## src/rtl/serial_adder.sv

```systemverilog
// Bit-serial adder: one full-adder cell plus a carry flop, LSB-first, start/busy/done handshake.
// Define SERIAL_ADDER_OVF_EN to add the registered signed-overflow output ovf.
module serial_adder #(
  parameter int WIDTH = 8
) (
  input  logic             clk,
  input  logic             rst_n,
  input  logic             start,
  input  logic [WIDTH-1:0] a,
  input  logic [WIDTH-1:0] b,
  input  logic             cin,
  output logic [WIDTH-1:0] sum,
  output logic             cout,
  output logic             busy,
`ifdef SERIAL_ADDER_OVF_EN
  output logic             done,
  output logic             ovf
`else
  output logic             done
`endif
);

  localparam int CW = (WIDTH > 1) ? $clog2(WIDTH) : 1;

  // state | meaning
  // IDLE  | waiting for start; operands captured on the accepting edge
  // RUN   | one bit per edge; last bit loads sum/cout
  // DONE  | done pulse for one cycle, then back to IDLE
  typedef enum logic [1:0] {IDLE, RUN, DONE} state_t;

  state_t           state;
  logic [WIDTH-1:0] a_sh, b_sh, res_sh, res_next;
  logic [CW-1:0]    cnt;
  logic             carry, s_bit, c_next, last;

  always_comb begin
    s_bit    = a_sh[0] ^ b_sh[0] ^ carry;
    c_next   = (a_sh[0] & b_sh[0]) | (carry & (a_sh[0] ^ b_sh[0]));
    res_next = res_sh >> 1;
    res_next[WIDTH-1] = s_bit;
  end

  assign last = (cnt == CW'(WIDTH - 1));

  always_ff @(posedge clk or negedge rst_n) begin
    if (!rst_n) begin
      state  <= IDLE;
      a_sh   <= '0;
      b_sh   <= '0;
      res_sh <= '0;
      cnt    <= '0;
      carry  <= 1'b0;
      sum    <= '0;
      cout   <= 1'b0;
      busy   <= 1'b0;
      done   <= 1'b0;
`ifdef SERIAL_ADDER_OVF_EN
      ovf    <= 1'b0;
`endif
    end else begin
      case (state)
        IDLE: begin
          done <= 1'b0;
          if (start) begin
            a_sh  <= a;
            b_sh  <= b;
            carry <= cin;
            cnt   <= '0;
            busy  <= 1'b1;
            state <= RUN;
          end
        end
        RUN: begin
          a_sh   <= a_sh >> 1;
          b_sh   <= b_sh >> 1;
          res_sh <= res_next;
          carry  <= c_next;
          cnt    <= cnt + CW'(1);
          if (last) begin
            sum   <= res_next;
            cout  <= c_next;
`ifdef SERIAL_ADDER_OVF_EN
            // carry still holds the carry into the MSB on this edge
            ovf   <= carry ^ c_next;
`endif
            busy  <= 1'b0;
            done  <= 1'b1;
            state <= DONE;
          end
        end
        DONE: begin
          done  <= 1'b0;
          state <= IDLE;
        end
        default: begin
          busy  <= 1'b0;
          done  <= 1'b0;
          state <= IDLE;
        end
      endcase
    end
  end

endmodule

```

## config.mk

```make
export PLATFORM = sky130hd
export DESIGN_NAME = serial_adder
export DESIGN_NICKNAME = d
export VERILOG_FILES = /design/src/rtl/serial_adder.sv
export SDC_FILE = /design/constraint.sdc
export NUM_CORES = 1
export LEC_CHECK = 0
export CAP_MARGIN = 20
export CELL_PAD_IN_SITES_DETAIL_PLACEMENT = 1
export CELL_PAD_IN_SITES_GLOBAL_PLACEMENT = 2
export CORE_UTILIZATION = 34
export DETAILED_ROUTE_END_ITERATION = 10
export PLACE_DENSITY_LB_ADDON = 0.1
export SYNTH_ARGS = -nofsm -noshare
export SYNTH_HDL_FRONTEND = slang
export SYNTH_SLANG_ARGS = --single-unit
```

## constraint.sdc

```tcl
create_clock -name clk -period 2.05 [get_ports clk]
set_clock_uncertainty 0.15 [all_clocks]
set_input_delay 0.205 -clock clk [delete_from_list [all_inputs] [get_ports clk]]
set_output_delay 0.205 -clock clk [all_outputs]
set_load 0.01 [all_outputs]
```

==> metrics, run 1 <==
DR vias=1370; post-synth cell types=24; initial antenna violation count=0; die height=75.3 um; vias in the first global route=1427; Seq/Total Area, Yosys=54.8%; CTS tree=built; largest net degree at the start of global routing=24; DR WL/cell=15.9 um; r2r setup slk=0.39 ns; number of DRC markers in iteration 0=30; CP Launch Point=state[0]; # fillers=591; overall routing resource usage=17.7%; Tot Pwr=3.50 mW; Mapped Area=1830 um2; commonest non-fill, non-tap cell in the layout=dfrtp_1; status=finished clean; # diodes=0; VDD IR max=0.531 mV; Clock Tree Root=clkbuf_8; CTS clk-pin slew, worst paths=0.08 ns; count of final hold-check violations=0; routed vias/inst=5.11; commonest cells after routing, fill and taps aside=dfrtp_1 (40), clkdlybuf4s50_1 (29), nand2_1 (25), nor3_1 (21), o22ai_1 (15); Setup Fix Bufs, Post-CTS=0; PwrDens=1520 nW/um2; number of I/O port buffers=30; # clock sinks=40; post-synthesis net count=189; RSZ-0062 raised after global routing=no; Nets=220; Worst Path Max Fanout=10; Worst slew margin=65.5%; P_leak=1.03 nW; post-route ant nets=0; routed wire length=4270 um; number of remaining DRC errors=0; slowest CP cell=dfrtp_1; Hold Crit Class=primary input to async pin; final core occ=44.9%; fin area=2310 um2; Req. time, crit path=2.08 ns; startpoint types=flip-flop; average size of a mapped cell=11.0 um2; core area=5140 um2; Initial Utilization=35.5%; crit share post-route=81.1%; CP top delay family=simple AND/OR/NAND/NOR gates; die area=5670 um2; Worst setup EP type=flip-flop; MaxCap Viol Count=0; DP HPWL=2880 um; WP buf/inv=0; Worst-Skew Late Latency=0.30 ns; Slew Viols, Final=0; Yosys warning count=0; site row count=26; GP Congestion=0.713; CP Data Arrival Time=1.69 ns; share of the synthesized area in the top cell type=54.8%; R2R Path Start=state[0]; H-Tree Depth=2; share of layout cells above drive strength 1=13.6%; Final Critical Period=1.66 ns; Placed Area=2170 um2; worst-path cell chain=nor2b_4 > nand2_8 > mux2_4; chip width=75.3 um; Post-Synthesis Cells=166; setup tns final=0 ns; Setup CP Type=flip-flop to flip-flop; first-pass GRT wire length=7260 um; Final setup viols=0; grt ovf=0; drt first pass iters=4; top cells by area, synth=dfrtp_1 (55%), mux2_4 (7.4%), nor3_1 (5.8%), nand2_1 (5.1%), o22ai_1 (5.1%); CTS buffer count=5; cell taking the most area after synthesis=dfrtp_1; Max Fclk=602 MHz; Ports=31; Synth Register Bits=40; post-CTS sizing=0; largest buffer count on any clock path=2; area delta synth->final=26.5%; slew at the pin with the worst max-slew slack=0.517 ns; crit-path max cell delay=0.51 ns
-- final timing paths --
check	cells past startpoint	endpoint
max in group asynchronous	3	a_sh[2]
min	2	state[0]
min in group clk	3	b_sh[7]
max reg2reg	3	sum[3]
max	3	sum[3]
min reg2reg	1	cnt[0]
-- flip-flops by register name, indices dropped and copies added (netlist names), 2 cells and up --
register  cells
a_sh          8
b_sh          8
cnt           3
res_sh        7
state         2
sum           8
-- Yosys cell counts --
cell      count
mux2i_1       1
inv_1         3
o21ai_1       1
nand2_1      25
ha_1          2
and2b_1       1
o21ai_0       6
nand2b_1      1
fa_1          1
nor3_1       21
buf_4         3
o32ai_1       8
nor2_1       14
or2_1         1
nand2_8       1
a22o_2        1
nor2b_4       1
a22o_1        1
mux2_4        9
dfrtp_1      40
nand2b_4      1
buf_6         3
o22ai_1      15
buf_2         6
-- cell families (layout without fill, tap and decap cells) --
kind of cell    count (synthesis)  after routing  synth area share (%)
simple gates                   66             66                  17.5
mux                            10             10                  7.95
flops                          40             40                  54.8
fa+ha+maj                       3              3                  2.47
buf+inv                        15             47                  5.35
compound gates                 32             32                  11.9
-- layout make-up --
class                   instances  area, um2  share of cell area (%)
clock buffers                   7       96.3                    4.17
clock inverters                 1       30.0                    1.30
inverters                       3       11.3                   0.488
multi-input cells             111        727                    31.5
flip-flops and latches         40       1000                    43.4
well taps                      70       87.6                    3.79
repair buffers                 36        355                    15.4
-- routing by layer --
layer,vias to the layer above,global-route usage [%],part of all wire [%]
li1,649,-,-
met1,692,23.8,48
met3,6,3.75,3.3
met4,0,7.41,1.6
met5,-,0,0
met2,23,27.9,47
-- worst register-to-register path: cells and delay by family (launching register included) --
family / cells / cell delay, ns
simple gates: 2 / 0.56
flops: 1 / 0.51
mux: 1 / 0.33
-- report_power, final --
part           internal [mW]  leakage, nW  total (mW)  switching [mW]
Combinational          0.702        0.477        1.35           0.643
Clock                  0.430       0.0645       0.714           0.284
Sequential              1.16        0.485        1.44           0.283
Total                   2.29         1.03        3.50            1.21
-- repair_timing --
action,4_1_cts,5_1_grt
setup endpoints to repair,0,0
hold endpoints to repair,18,0
hold buffers,1,0
-- stage by stage --
stage / hold WS (ns) / std cells / setup slack [ns]
CTS: 0.228 / 268 / 0.364
finish: 0.222 / 268 / 0.388
detailed placement: 0.0283 / 259 / 0.342
global route: 0.279 / 268 / 0.299
global placement: 0.0291 / 259 / 0.400
floorplan: -0.241 / 166 / 0.520
Note: power is estimated with default switching activity, not from simulation.
==> run 2, diff against run 1 <==
==> constraint.sdc (replaced) <==
create_clock -name clk -period 1.6 [get_ports clk]
set_clock_uncertainty 0.15 [all_clocks]
set_input_delay 0.16 -clock clk [delete_from_list [all_inputs] [get_ports clk]]
set_output_delay 0.16 -clock clk [all_outputs]
set_load 0.01 [all_outputs]
==> metrics, run 2 (synthesized netlist as in run 1, its figures left out) <==
status=finished clean (unchanged); Worst setup EP type=flip-flop (unchanged); core area=5140 um2 (unchanged); commonest non-fill, non-tap cell in the layout=dfrtp_1 (unchanged); number of DRC markers in iteration 0=69 (was 30); chip width=75.3 um (unchanged); initial antenna violation count=0 (unchanged); top flop regs=a_sh (8), b_sh (8), sum (8) (unchanged); CTS buffer count=5 (unchanged); R2R depth=4 (was 3); number of remaining DRC errors=0 (unchanged); vias in the first global route=1413 (was 1427); hold path cells=3; Slew Viols, Final=0 (unchanged); Final setup viols=0 (unchanged); GP Congestion=0.710 (was 0.713); P_leak=1.04 nW (was 1.03 nW); DR vias=1400 (was 1370); drt first pass iters=4 (unchanged); Clock Tree Root=clkbuf_8 (unchanged); Initial Utilization=35.5% (unchanged); CTS clk-pin slew, worst paths=0.08 ns (about the same); # clock sinks=40 (unchanged); Max Fclk=642 MHz (was 602 MHz); DP HPWL=2890 um (was 2880 um); Hold Crit Class=primary input to flip-flop (was primary input to async pin); final core occ=45.8% (was 44.9%); number of I/O port buffers=30 (unchanged); crit share post-route=97.4% (was 81.1%); count of final hold-check violations=0 (unchanged); area delta synth->final=29.0% (was 26.5%); Worst-Skew Late Latency=0.29 ns (was 0.30 ns); largest buffer count on any clock path=2 (unchanged); Nets=228 (was 220); startpoint types=flip-flop (unchanged); Ports=31 (unchanged); VDD IR max=0.608 mV (was 0.531 mV); CTS tree=built (unchanged); site row count=26 (unchanged); Worst slew margin=65.3% (was 65.5%); post-route ant nets=0 (unchanged); die area=5670 um2 (unchanged); first-pass GRT wire length=6890 um (was 7260 um); # diodes=0 (unchanged); setup tns final=0 ns (unchanged); routed wire length=4290 um (was 4270 um); H-Tree Depth=2 (unchanged); Req. time, crit path=1.63 ns (was 2.08 ns); RSZ-0062 raised after global routing=no (unchanged); routed vias/inst=5.07 (was 5.11); share of layout cells above drive strength 1=17.0% (was 13.6%); slew at the pin with the worst max-slew slack=0.520 ns (was 0.517 ns); commonest cells after routing, fill and taps aside=dfrtp_1 (40), clkdlybuf4s50_1 (29), nand2_1 (25), nor3_1 (21), o22ai_1 (15) (unchanged); die height=75.3 um (unchanged); PwrDens=1870 nW/um2 (was 1520 nW/um2); Setup CP Type=flip-flop to flip-flop (unchanged); Worst Path Max Fanout=5 (was 10); DR WL/cell=15.5 um (was 15.9 um); grt ovf=0 (unchanged); Tot Pwr=4.41 mW (was 3.50 mW); MaxCap Viol Count=0 (unchanged); overall routing resource usage=16.6% (was 17.7%); largest net degree at the start of global routing=41 (was 24); CP Data Arrival Time=1.59 ns (was 1.69 ns); # fillers=595 (was 591); Final Critical Period=1.56 ns (was 1.66 ns)
[run 2: cell count changes in the layout (fill, tap and decap cells not counted), sizes merged]
| cell | delta |
|---|---|
| bufinv | -1 |
| buf | +7 |
| nand2 | +1 |
| clkinvlp | +1 |
[run 2: final timing paths]
kind	from	end	slack, ns
setup / recovery	cnt[0]	sum[3]	0.04
hold / removal	a[7]	a_sh[7]	0.27
setup reg to reg	cnt[0]	sum[3]	0.04
hold reg to reg	cnt[0]	cnt[0]	0.33
max in group asynchronous	rst_n	done	0.63
min in group asynchronous	rst_n	a_sh[7]	0.31
[run 2: metrics by stage]
stage,setup slack (ns),instances,hold slack [ns],instance area (um2)
after floorplan,0.0698,166,-0.286,1830
after global placement,0.0537,266,0.0960,2240
after detailed placement,0.0150,266,0.109,2240
after CTS,0.00252,275,0.265,2340
after global routing,0.000417,276,0.289,2350
final,0.0420,276,0.265,2350
[run 2: cell type report]
type                       count  area (um2)  share of cell area, %
clock buffer                   7        86.3                   3.67
tap                           70        87.6                   3.72
sequential                    40        1000                   42.5
timing repair buffer          43         420                   17.9
multi-input combinational    112         741                   31.5
clock inverter                 1        7.51                  0.319
inverter                       3        11.3                  0.478
[run 2: routing by layer]
metal / wire length (um) / GRT usage [%] / share of wire (%)
met1: 2150 / 24.0 / 50
met2: 1980 / 24.5 / 46
met3: 113 / 4.02 / 2.6
met4: 55 / 5.56 / 1.3
met5: 0 / 0 / 0
[run 2: power by group]
| group | switching, mW | internal [mW] | leakage [nW] |
|---|---|---|---|
| Clock | 0.347 | 0.350 | 0.0445 |
| Sequential | 0.364 | 1.48 | 0.485 |
| Combinational | 0.862 | 1.00 | 0.516 |
[run 2: critical path, cell delays in order (launching register included)]
cell and delay (ns):
dfrtp_1 0.39, ha_1 0.21, ha_2 0.24, nand2_4 0.14
mux2_4 0.31
[run 2: timing repair]
action / 4_1_cts / 5_1_grt
resized for setup: 0 / 1
hold buffers: 1 / 0
hold endpoints to repair: 40 / 0
buffers inserted: 0 / 0
endpoints found under the setup margin: 0 / 9
==> run 3, diff against run 2 <==
--- a/config.mk
+++ b/config.mk
@@ -8,6 +8,7 @@
 export CAP_MARGIN = 20
 export CELL_PAD_IN_SITES_DETAIL_PLACEMENT = 1
 export CELL_PAD_IN_SITES_GLOBAL_PLACEMENT = 2
+export CORE_MARGIN = 2
 export CORE_UTILIZATION = 34
 export DETAILED_ROUTE_END_ITERATION = 10
 export PLACE_DENSITY_LB_ADDON = 0.1
==> metrics, run 3 (synthesized netlist as in run 1, its figures left out) <==
status=finished clean (unchanged); # clock sinks=40 (unchanged); crit-path max cell delay=0.40 ns (was 0.39 ns); # fillers=598 (was 595); site row count=26 (unchanged); Max Fclk=644 MHz (was 642 MHz); CTS buffer count=5 (unchanged); Placed Area=2240 um2 (unchanged); area delta synth->final=29.7% (was 29.0%); slew at the pin with the worst max-slew slack=0.513 ns (was 0.520 ns); DR vias=1408 (was 1400); CP Data Arrival Time=1.59 ns (about the same); Slew Viols, Final=0 (unchanged); CTS tree=built (unchanged); CTS clk-pin slew, worst paths=0.08 ns (about the same); drt first pass iters=4 (unchanged); Req. time, crit path=1.63 ns (about the same); commonest non-fill, non-tap cell in the layout=dfrtp_1 (unchanged); first-pass GRT wire length=7710 um (was 6890 um); Clock Tree Root=clkbuf_8 (unchanged); largest net degree at the start of global routing=41 (unchanged); setup ws final=0.0462 ns (was 0.0420 ns); H-Tree Depth=2 (unchanged); count of final hold-check violations=0 (unchanged); hold path cells=3 (unchanged); chip width=77.3 um (was 75.3 um); GP Congestion=0.722 (was 0.710); MaxCap Viol Count=0 (unchanged); CP top delay family=adder cells (unchanged); post-route ant nets=0 (unchanged); P_leak=1.06 nW (was 1.04 nW); crit share post-route=97.1% (was 97.4%); number of I/O port buffers=30 (unchanged); share of layout cells above drive strength 1=17.0% (unchanged); VDD IR max=0.627 mV (was 0.608 mV); Initial Utilization=35.5% (unchanged); slowest CP cell=dfrtp_1 (unchanged); WP depth=4 (unchanged); Ports=31 (unchanged); Setup Fix Bufs, Post-CTS=0 (unchanged); Worst-Skew Late Latency=0.29 ns (about the same); routed wire length=4380 um (was 4290 um); number of DRC markers in iteration 0=68 (was 69); DP HPWL=3020 um (was 2890 um); RSZ-0062 raised after global routing=no (unchanged); setup tns final=0 ns (unchanged); Setup CP Type=flip-flop to flip-flop (unchanged); fin area=2370 um2 (was 2350 um2); largest buffer count on any clock path=2 (unchanged); grt ovf=0 (unchanged); Worst Path Max Fanout=5 (unchanged); top flop regs=a_sh (8), b_sh (8), sum (8) (unchanged); # diodes=0 (unchanged); core area=5140 um2 (unchanged); commonest cells after routing, fill and taps aside=dfrtp_1 (40), clkdlybuf4s50_1 (29), nand2_1 (25), nor3_1 (21), o22ai_1 (15) (unchanged); WP buf/inv=0 (unchanged); initial antenna violation count=0 (unchanged); startpoint types=flip-flop (unchanged); PwrDens=1920 nW/um2 (was 1870 nW/um2); Worst setup EP type=flip-flop (unchanged); R2R depth=4 (unchanged); die height=77.3 um (was 75.3 um); number of remaining DRC errors=0 (unchanged); routed vias/inst=5.10 (was 5.07); Nets=228 (unchanged); vias in the first global route=1483 (was 1413); Final setup viols=0 (unchanged); pre-CTS setup slack=0.00470 ns (was 0.0150 ns); Final Critical Period=1.55 ns (was 1.56 ns); die area=5970 um2 (was 5670 um2); Hold Crit Class=primary input to flip-flop (unchanged); overall routing resource usage=16.4% (was 16.6%); worst-path cell chain=ha_1 > ha_2 > nand2_4 > mux2_4 (unchanged); DR WL/cell=15.9 um (was 15.5 um); Worst slew margin=65.8% (was 65.3%)
-- run 3: power by group --
group	internal (mW)	switching, mW
Combinational	1.00	0.878
Clock	0.463	0.357
Sequential	1.48	0.355
-- run 3: path summary, 6_finish.rpt --
check / end / slack, ns / startpoint
setup / recovery: sum[4] / 0.05 / cnt[0]
hold / removal: a_sh[7] / 0.29 / a[7]
setup reg to reg: sum[4] / 0.05 / cnt[0]
hold reg to reg: cnt[0] / 0.33 / cnt[0]
max in group asynchronous: cnt[0] / 0.64 / rst_n
min in group asynchronous: busy / 0.30 / rst_n
-- run 3: per-layer routing --
metal	vias to the layer above	GRT usage [%]	wire length, um
met3	6	4.00	183
met1	710	22.8	2130
met5	-	0	0
li1	665	-	-
met4	0	5.89	57
met2	27	24.7	2010
-- run 3: through the flow --
stage / std cells / utilization, % / hold slack, ns / power [mW]
2_1_floorplan: 166 / - / -0.286 / 3.01
3_3_place_gp: 266 / 43.5 / 0.0982 / 3.63
3_5_place_dp: 266 / 43.5 / 0.109 / 3.73
4_1_cts: 276 / 46.1 / 0.281 / 4.60
5_1_grt: 276 / 46.1 / 0.316 / 4.91
6_report: 276 / 46.1 / 0.291 / 4.54
-- run 3: cell type report --
| type | instances | area [um2] | area share (%) |
|---|---|---|---|
| repair buffers | 43 | 420 | 17.7 |
| flip-flops and latches | 40 | 1000 | 42.3 |
| well taps | 70 | 87.6 | 3.70 |
| clock inverters | 2 | 35.0 | 1.48 |
| inverters | 3 | 11.3 | 0.475 |
| clock buffers | 6 | 72.6 | 3.06 |
| multi-input cells | 112 | 741 | 31.3 |
-- run 3: repair_timing --
| action | 4_1_cts | 5_1_grt |
|---|---|---|
| gates resized for setup | 1 | 0 |
| hold buffers | 1 | 0 |
| endpoints found under the hold margin | 40 | 0 |
| setup endpoints to repair | 4 | 0 |
-- run 3: tightest hold or removal path: cells and delay by family --
family	cells	cell delay [ns]
AND/OR/NAND/NOR	1	0.06
buffers and inverters	1	0.40
AO/OA/AOI/OAI	1	0.07
